## config.mk

```make
export PLATFORM = sky130hd
export DESIGN_NAME = spike_rate_decoder
export DESIGN_NICKNAME = d
export VERILOG_FILES = /design/src/rtl/spike_rate_decoder.sv
export SDC_FILE = /design/constraint.sdc
export NUM_CORES = 1
export LEC_CHECK = 0
export CORE_AREA = 2 2 147 135
export CTS_CLUSTER_DIAMETER = 100
export DETAILED_ROUTE_END_ITERATION = 7
export DIE_AREA = 0 0 149 137
export HOLD_SLACK_MARGIN = 0.15
export PLACE_DENSITY = 0.9
export SLEW_MARGIN = 20
export SYNTH_ARGS = -nofsm -noshare
export SYNTH_HDL_FRONTEND = slang
export SYNTH_SLANG_ARGS = --single-unit
```

## constraint.sdc

```tcl
create_clock -name clk -period 19.2 [get_ports clk]
set_input_delay 2.88 -clock clk [delete_from_list [all_inputs] [get_ports clk]]
set_output_delay 2.88 -clock clk [all_outputs]
set_load 0.01 [all_outputs]
```

## src/rtl/spike_rate_decoder.sv

```systemverilog
// ============================================================================
// spike_rate_decoder
// ----------------------------------------------------------------------------
// Turns per-channel spike trains back into multi-bit magnitudes. Spikes are
// counted per channel over a programmable window of enabled cycles. At the
// end of every window the per-channel counts are latched together with the
// most active channel, the population total, a saturation flag and a
// nonzero flag. A one-cycle frame_valid pulse marks each new set of values.
//
// Parameters
//   N_CH   number of spike channels (power of two, 2..8)
//   CNT_W  per-channel count width; counts saturate at 2^CNT_W-1
//   WIN_W  window-length field width
//
// Ports
//   clk          rising-edge clock for all state
//   rst          synchronous active-high reset, priority over ena
//   ena          cycle enable; low freezes timer, counters and latched values
//   spike_in     one spike bit per channel, sampled on enabled cycles
//   win_len      window length minus one; loaded at reset and window end
//   sel          channel select for rate_out
//   rate_out     latched count of channel sel (combinational read)
//   winner       lowest-index channel holding the maximum latched count
//   any_spike    latched total is nonzero
//   total_out    sum of the latched counts
//   sat_out      at least one channel saturated in the latched window
//   frame_valid  one-cycle pulse in the cycle after each window ends
// ============================================================================
module spike_rate_decoder #(
    parameter int N_CH  = 8,
    parameter int CNT_W = 8,
    parameter int WIN_W = 8
) (
    input  logic                             clk,
    input  logic                             rst,
    input  logic                             ena,
    input  logic [N_CH-1:0]                  spike_in,
    input  logic [WIN_W-1:0]                 win_len,
    input  logic [$clog2(N_CH)-1:0]          sel,
    output logic [CNT_W-1:0]                 rate_out,
    output logic [$clog2(N_CH)-1:0]          winner,
    output logic                             any_spike,
    output logic [CNT_W+$clog2(N_CH)-1:0]    total_out,
    output logic                             sat_out,
    output logic                             frame_valid
);

    localparam int SEL_W = $clog2(N_CH);
    // Sum of N_CH saturated counts fits in CNT_W+SEL_W bits without overflow.
    localparam int TOT_W = CNT_W + SEL_W;
    localparam logic [CNT_W-1:0] CNT_MAX = '1;

    // ------------------------------------------------------------------------
    // State
    // ------------------------------------------------------------------------
    logic [WIN_W-1:0] timer_q;
    logic [WIN_W-1:0] len_q;
    logic [CNT_W-1:0] live_q [N_CH];
    logic [CNT_W-1:0] lat_q  [N_CH];
    logic [SEL_W-1:0] winner_q;
    logic [TOT_W-1:0] total_q;
    logic             sat_q;
    logic             any_q;
    logic             frame_valid_q;

    // ------------------------------------------------------------------------
    // Combinational datapath
    // ------------------------------------------------------------------------
    logic             win_end;
    logic [CNT_W-1:0] inc    [N_CH];
    logic [CNT_W-1:0] best;
    logic [SEL_W-1:0] best_idx;
    logic [TOT_W-1:0] total_sum;
    logic             any_sat;

    // The last cycle of a window is the enabled cycle whose timer has reached
    // the length captured at the start of that window.
    assign win_end = ena && (timer_q == len_q);

    // Saturating increment of each live counter by this cycle's spike. At a
    // window end this is also the final count, so the last-cycle spike is
    // included in the latched value.
    always_comb begin
        for (int i = 0; i < N_CH; i++) begin
            inc[i] = live_q[i];
            if (spike_in[i] && (live_q[i] != CNT_MAX)) begin
                inc[i] = live_q[i] + CNT_W'(1);
            end
        end
    end

    // Window statistics from the final counts. Strict '>' keeps the first
    // (lowest-index) channel on ties, and leaves winner at 0 when all are 0.
    // NOTE: blocking assignments here model a running accumulation inside a
    // combinational block; every output gets its default before the loop so
    // no latch is inferred.
    always_comb begin
        best      = '0;
        best_idx  = '0;
        total_sum = '0;
        any_sat   = 1'b0;
        for (int i = 0; i < N_CH; i++) begin
            if (inc[i] > best) begin
                best     = inc[i];
                best_idx = SEL_W'(i);
            end
            total_sum = total_sum + TOT_W'(inc[i]);
            any_sat   = any_sat | (inc[i] == CNT_MAX);
        end
    end

    // ------------------------------------------------------------------------
    // Registers
    // ------------------------------------------------------------------------
    // NOTE: sequential state uses non-blocking assignments so every register
    // samples the pre-edge values, independent of statement order.
    always_ff @(posedge clk) begin
        if (rst) begin
            timer_q       <= '0;
            // The first window length is taken from win_len while in reset.
            len_q         <= win_len;
            // NOTE: the counter arrays are plain flops (N_CH entries), so they
            // are cleared like any other register; a partial window must not
            // survive reset.
            for (int i = 0; i < N_CH; i++) begin
                live_q[i] <= '0;
                lat_q[i]  <= '0;
            end
            winner_q      <= '0;
            total_q       <= '0;
            sat_q         <= 1'b0;
            any_q         <= 1'b0;
            frame_valid_q <= 1'b0;
        end else if (ena) begin
            if (win_end) begin
                timer_q       <= '0;
                // A win_len change mid-window only takes effect here.
                len_q         <= win_len;
                for (int i = 0; i < N_CH; i++) begin
                    lat_q[i]  <= inc[i];
                    // The final-cycle spike is not carried forward.
                    live_q[i] <= '0;
                end
                winner_q      <= best_idx;
                total_q       <= total_sum;
                sat_q         <= any_sat;
                any_q         <= (total_sum != '0);
                frame_valid_q <= 1'b1;
            end else begin
                timer_q       <= timer_q + WIN_W'(1);
                for (int i = 0; i < N_CH; i++) begin
                    live_q[i] <= inc[i];
                end
                frame_valid_q <= 1'b0;
            end
        end else begin
            // Disabled cycles hold everything but never stretch the pulse.
            frame_valid_q <= 1'b0;
        end
    end

    // ------------------------------------------------------------------------
    // Outputs
    // ------------------------------------------------------------------------
    assign rate_out    = lat_q[sel];
    assign winner      = winner_q;
    assign any_spike   = any_q;
    assign total_out   = total_q;
    assign sat_out     = sat_q;
    assign frame_valid = frame_valid_q;

endmodule

```

==> results.py, run 1 <==
metrics = {
    "run_status": {
        "status": "complete, but fails checks",
        "violations": "design-rule violations",
    },
    "logic_synthesis": {
        "synth_top_cell_area_share_pct": 33.4,
        "synth_area_leader": "sky130_fd_sc_hd__edfxtp_1",
        "yosysSeqAreaShare_pct": 39.1,
        "register_bit_count_reported_by_yosys": 161,
        "syn-mean-instance-area_um2": 9.97,
        "netlist_area_um2": 11500,
        "ys.warnings.count": 0,
        "synthCells": 1155,
        "synth_nets": 1299,
        "synth_cell_types": 75,
        "ys.flop_type": "sky130_fd_sc_hd__edfxtp_1",
        "async_reset_ff_share_pct": 0,
        "synth_edf_count": 128,
        "synth.area.top_cells": "sky130_fd_sc_hd__edfxtp_1 33%, sky130_fd_sc_hd__fa_1 8.2%, sky130_fd_sc_hd__ha_1 8.2%",
    },
    "layout": {
        "areaGrowthSynthToFinish_pct": 11.7,
        "postLayoutCoreUtil_pct": 68.2,
        "finish.net_count": 1340,
        "antenna-diode-count": 0,
        "final_layout_size_suffix_gt1_share_pct": 8.68,
    },
    "sta": {
        "worstMarginPinSlew_ps": 956,
        "totalNegativeSetupSlack_ps": 0,
        "setup_violations": 0,
        "worst_clock_skew_ps": 8.47,
        "slew_violations": 0,
        "final_critical_path_setup_slack_ps": 1680,
        "hold_violations": 0,
        "maximum_operating_frequency_mhz": 57.1,
        "final_min_period_over_clock_period_pct": 91.3,
        "hold-worst-slack_ps": 461,
        "post-route-min-period_ps": 17520,
        "timing.max_slew.rel_slack_pct": 36.1,
        "grt_setup_unrepaired": "no",
    },
    "drt": {
        "drt_first_pass_iters": 8,
        "drt-initial-drc-count": 1028,
        "ant_nets": 0,
        "post-route-drc-count": 1,
        "drt-wirelength-per-cell_um": 21.5,
        "viasPerCell": 6.30,
        "detailroute.via_count": 9188,
        "postRouteWirelength_um": 31300,
    },
    "clock_network": {
        "clk_transition_reported_paths_ps": 70,
        "cts-root-buf": "sky130_fd_sc_hd__clkbuf_16",
        "tritoncts": "done",
        "clkLatencyLatePin_ps": 440,
        "cts_num_sinks": 161,
        "cts_made_buffers": 17,
        "cts_hold_repair.buffers": 0,
        "ctsHtreeMaxLevel": 4,
        "clock_path_buffers": 2,
        "post_cts_resize_count": 0,
        "cts_setup_buffers": 0,
    },
    "power": {
        "net_sw_power_w": 0.000654,
        "p_leak_nw": 5.29,
        "p_int_w": 0.000922,
        "ir_worst_vdd_uv": 118,
        "totalPowerFinal_w": 0.00158,
        "power.combinational.fraction_pct": 52.0,
        "power-per-cell-area_nw_per_um2": 123,
        "power.share.clock_pct": 22.3,
        "p_sw_share_pct": 41.5,
        "part_of_the_total_power_dissipated_in_sequential_elements_pct": 25.7,
    },
    "worst_setup_path": {
        "worst-r2r-cell-count": 55,
        "worst_flop_to_flop_path_startpoint": "live_q[0][8]",
        "worst_setup_path_end_kind": "flop",
        "worst-endpoint-required_ps": 19530,
        "cpMostUsedCell": "sky130_fd_sc_hd__ha_1",
        "timing.critical_path.slowest_cell_delay_ps": 650,
        "r2r_end": "winner[2]",
        "slowest_cell_on_the_critical_path": "sky130_fd_sc_hd__a41o_1",
        "cp_num_buf_inv": 3,
        "path_max_fanout": 21,
        "arrival_ps": 17850,
        "timing_worst_setup_path_type": "in -> reg",
        "rrSetupSlack_ps": 4000,
        "start_kind": "primary input",
        "cp_top_family": "compound AO/OA/AOI/OAI gates",
    },
    "floorplanning": {
        "top_level_i_o_count": 47,
        "die_width_um": 149,
        "dieArea_um2": 20400,
        "die-height_um": 137,
        "core.rowCount": 48,
        "initial_utilization_pct": 61.1,
        "coreArea_um2": 18900,
    },
    "min_path": {
        "hold_class": "reg -> reg",
        "min_delay_worst_endpoint": "total_out[1]",
        "hold_depth": 2,
        "hp-start": "total_out[1]",
    },
    "placed_design": {
        "port_buffers": 46,
        "preCtsSetupSlack_ps": 1800,
        "place.gp.congestion": 1.00,
        "dp.final_hpwl_um": 23200,
    },
    "job": {
        "maxCapViolations": 0,
    },
    "global_routing": {
        "grt_pass1_vias": 8817,
        "grt_antenna_before_repair": 0,
        "grt_pass1_wl_um": 48900,
        "grt_overflow": 0,
        "groute.usage.overall_pct": 31.9,
        "grt_max_degree": 58,
    },
}
## flip-flops by register name, indices dropped and copies added, names as in the netlist
signal,count
total_out,11
len_q,8
winner,3
sat_out,1
any_spike,1
frame_valid,1
live_q,64
timer_q,8
lat_q,64
## worst reg2reg max path: cells and delay by family, from the launching register on
family,cells,cell delay (ps)
buffers and inverters,2,310
multiplexers,5,2140
AO/OA/AOI/OAI,23,5690
flip-flops,1,390
AND/OR/NAND/NOR,17,4070
adder cells (fa/ha/maj),8,2490
## power by group through the flow
stage	combinational, W	sequential [W]	clock [W]
3_3_place_gp	0.000766	0.000411	0
2_1_floorplan	0.000617	0.000409	0
5_1_grt	0.000910	0.000407	0.000366
4_1_cts	0.000802	0.000405	0.000353
6_report	0.000820	0.000406	0.000351
3_5_place_dp	0.000782	0.000412	0
## cells by family after synthesis
kind of cell             share of synthesized area (%)
AO/OA/AOI/OAI                                     10.9
XOR/XNOR                                          4.26
adder cells (fa/ha/maj)                           16.3
buffers and inverters                             5.66
flip-flops                                        39.1
multiplexers                                      7.07
AND/OR/NAND/NOR                                   16.7
## synth_stat cells, types with 11 or more instances
cell type,number
sky130_fd_sc_hd__mux2i_1,15
sky130_fd_sc_hd__nand3_1,26
sky130_fd_sc_hd__nor2_1,184
sky130_fd_sc_hd__nor3_1,15
sky130_fd_sc_hd__edfxtp_1,128
sky130_fd_sc_hd__a21oi_1,42
sky130_fd_sc_hd__mux2_2,22
sky130_fd_sc_hd__xnor2_1,30
sky130_fd_sc_hd__xor2_1,26
sky130_fd_sc_hd__mux4_2,16
sky130_fd_sc_hd__o21ai_0,37
sky130_fd_sc_hd__nand2_1,76
sky130_fd_sc_hd__dfxtp_1,33
sky130_fd_sc_hd__fa_1,47
sky130_fd_sc_hd__ha_1,75
sky130_fd_sc_hd__nand4_1,32
sky130_fd_sc_hd__nor2b_1,12
sky130_fd_sc_hd__inv_1,126
sky130_fd_sc_hd__clkbuf_1,34
sky130_fd_sc_hd__o211ai_1,11
## cell type report
type                            count  area, um^2
Fill cell                        1412        6000
Sequential cell                   161        4500
Clock inverter                     15         174
Multi-Input combinational cell    825        6370
Clock buffer                       17         425
Timing Repair Buffer               64         596
Tap cell                          250         313
Inverter                          127         477
## layer usage
metal | share of wire, % | track usage, %
met5 | 0 | 0
met4 | 3.0 | 12.2
met3 | 9.7 | 5.13
met2 | 46 | 50.5
met1 | 42 | 44.6
## cell usage in the layout, fill, tap and decap left out, types with 22 or more instances in the layout
cell type	n
sky130_fd_sc_hd__nor2_1	184
sky130_fd_sc_hd__edfxtp_1	128
sky130_fd_sc_hd__inv_1	126
sky130_fd_sc_hd__nand2_1	76
sky130_fd_sc_hd__ha_1	75
sky130_fd_sc_hd__fa_1	47
sky130_fd_sc_hd__clkdlybuf4s50_1	46
sky130_fd_sc_hd__a21oi_1	42
sky130_fd_sc_hd__o21ai_0	37
sky130_fd_sc_hd__dfxtp_1	33
sky130_fd_sc_hd__nand4_1	32
sky130_fd_sc_hd__xnor2_1	30
sky130_fd_sc_hd__nand3_1	26
sky130_fd_sc_hd__xor2_1	26
sky130_fd_sc_hd__mux2_2	22
## worst max path at each step
| stage | from | end | slack [ps] | cells after the start |
|---|---|---|---|---|
| 2_1_floorplan | spike_in[1] | winner[2] | 4420 | 59 |
| 3_3_place_gp | spike_in[1] | winner[2] | 1950 | 55 |
| 5_1_grt | spike_in[1] | winner[1] | 840 | 55 |
| 4_1_cts | spike_in[1] | winner[1] | 2150 | 55 |
| 3_5_place_dp | spike_in[1] | winner[1] | 1800 | 55 |
| 6_report | spike_in[1] | winner[2] | 1680 | 55 |
## metrics by stage
step	instances	area, um^2
6_report	1459	12900
5_1_grt	1459	12900
4_1_cts	1459	12900
3_5_place_dp	1427	12300
3_3_place_gp	1427	12300
2_1_floorplan	1155	11500
Note: power is estimated with default switching activity, not from simulation.
==> run 2: changes to the inputs <==
SETUP_SLACK_MARGIN = 0.4   (was unset)
==> results of run 2 <==
Same layout as run 1: the final DEF is identical, and so are final timing and power.
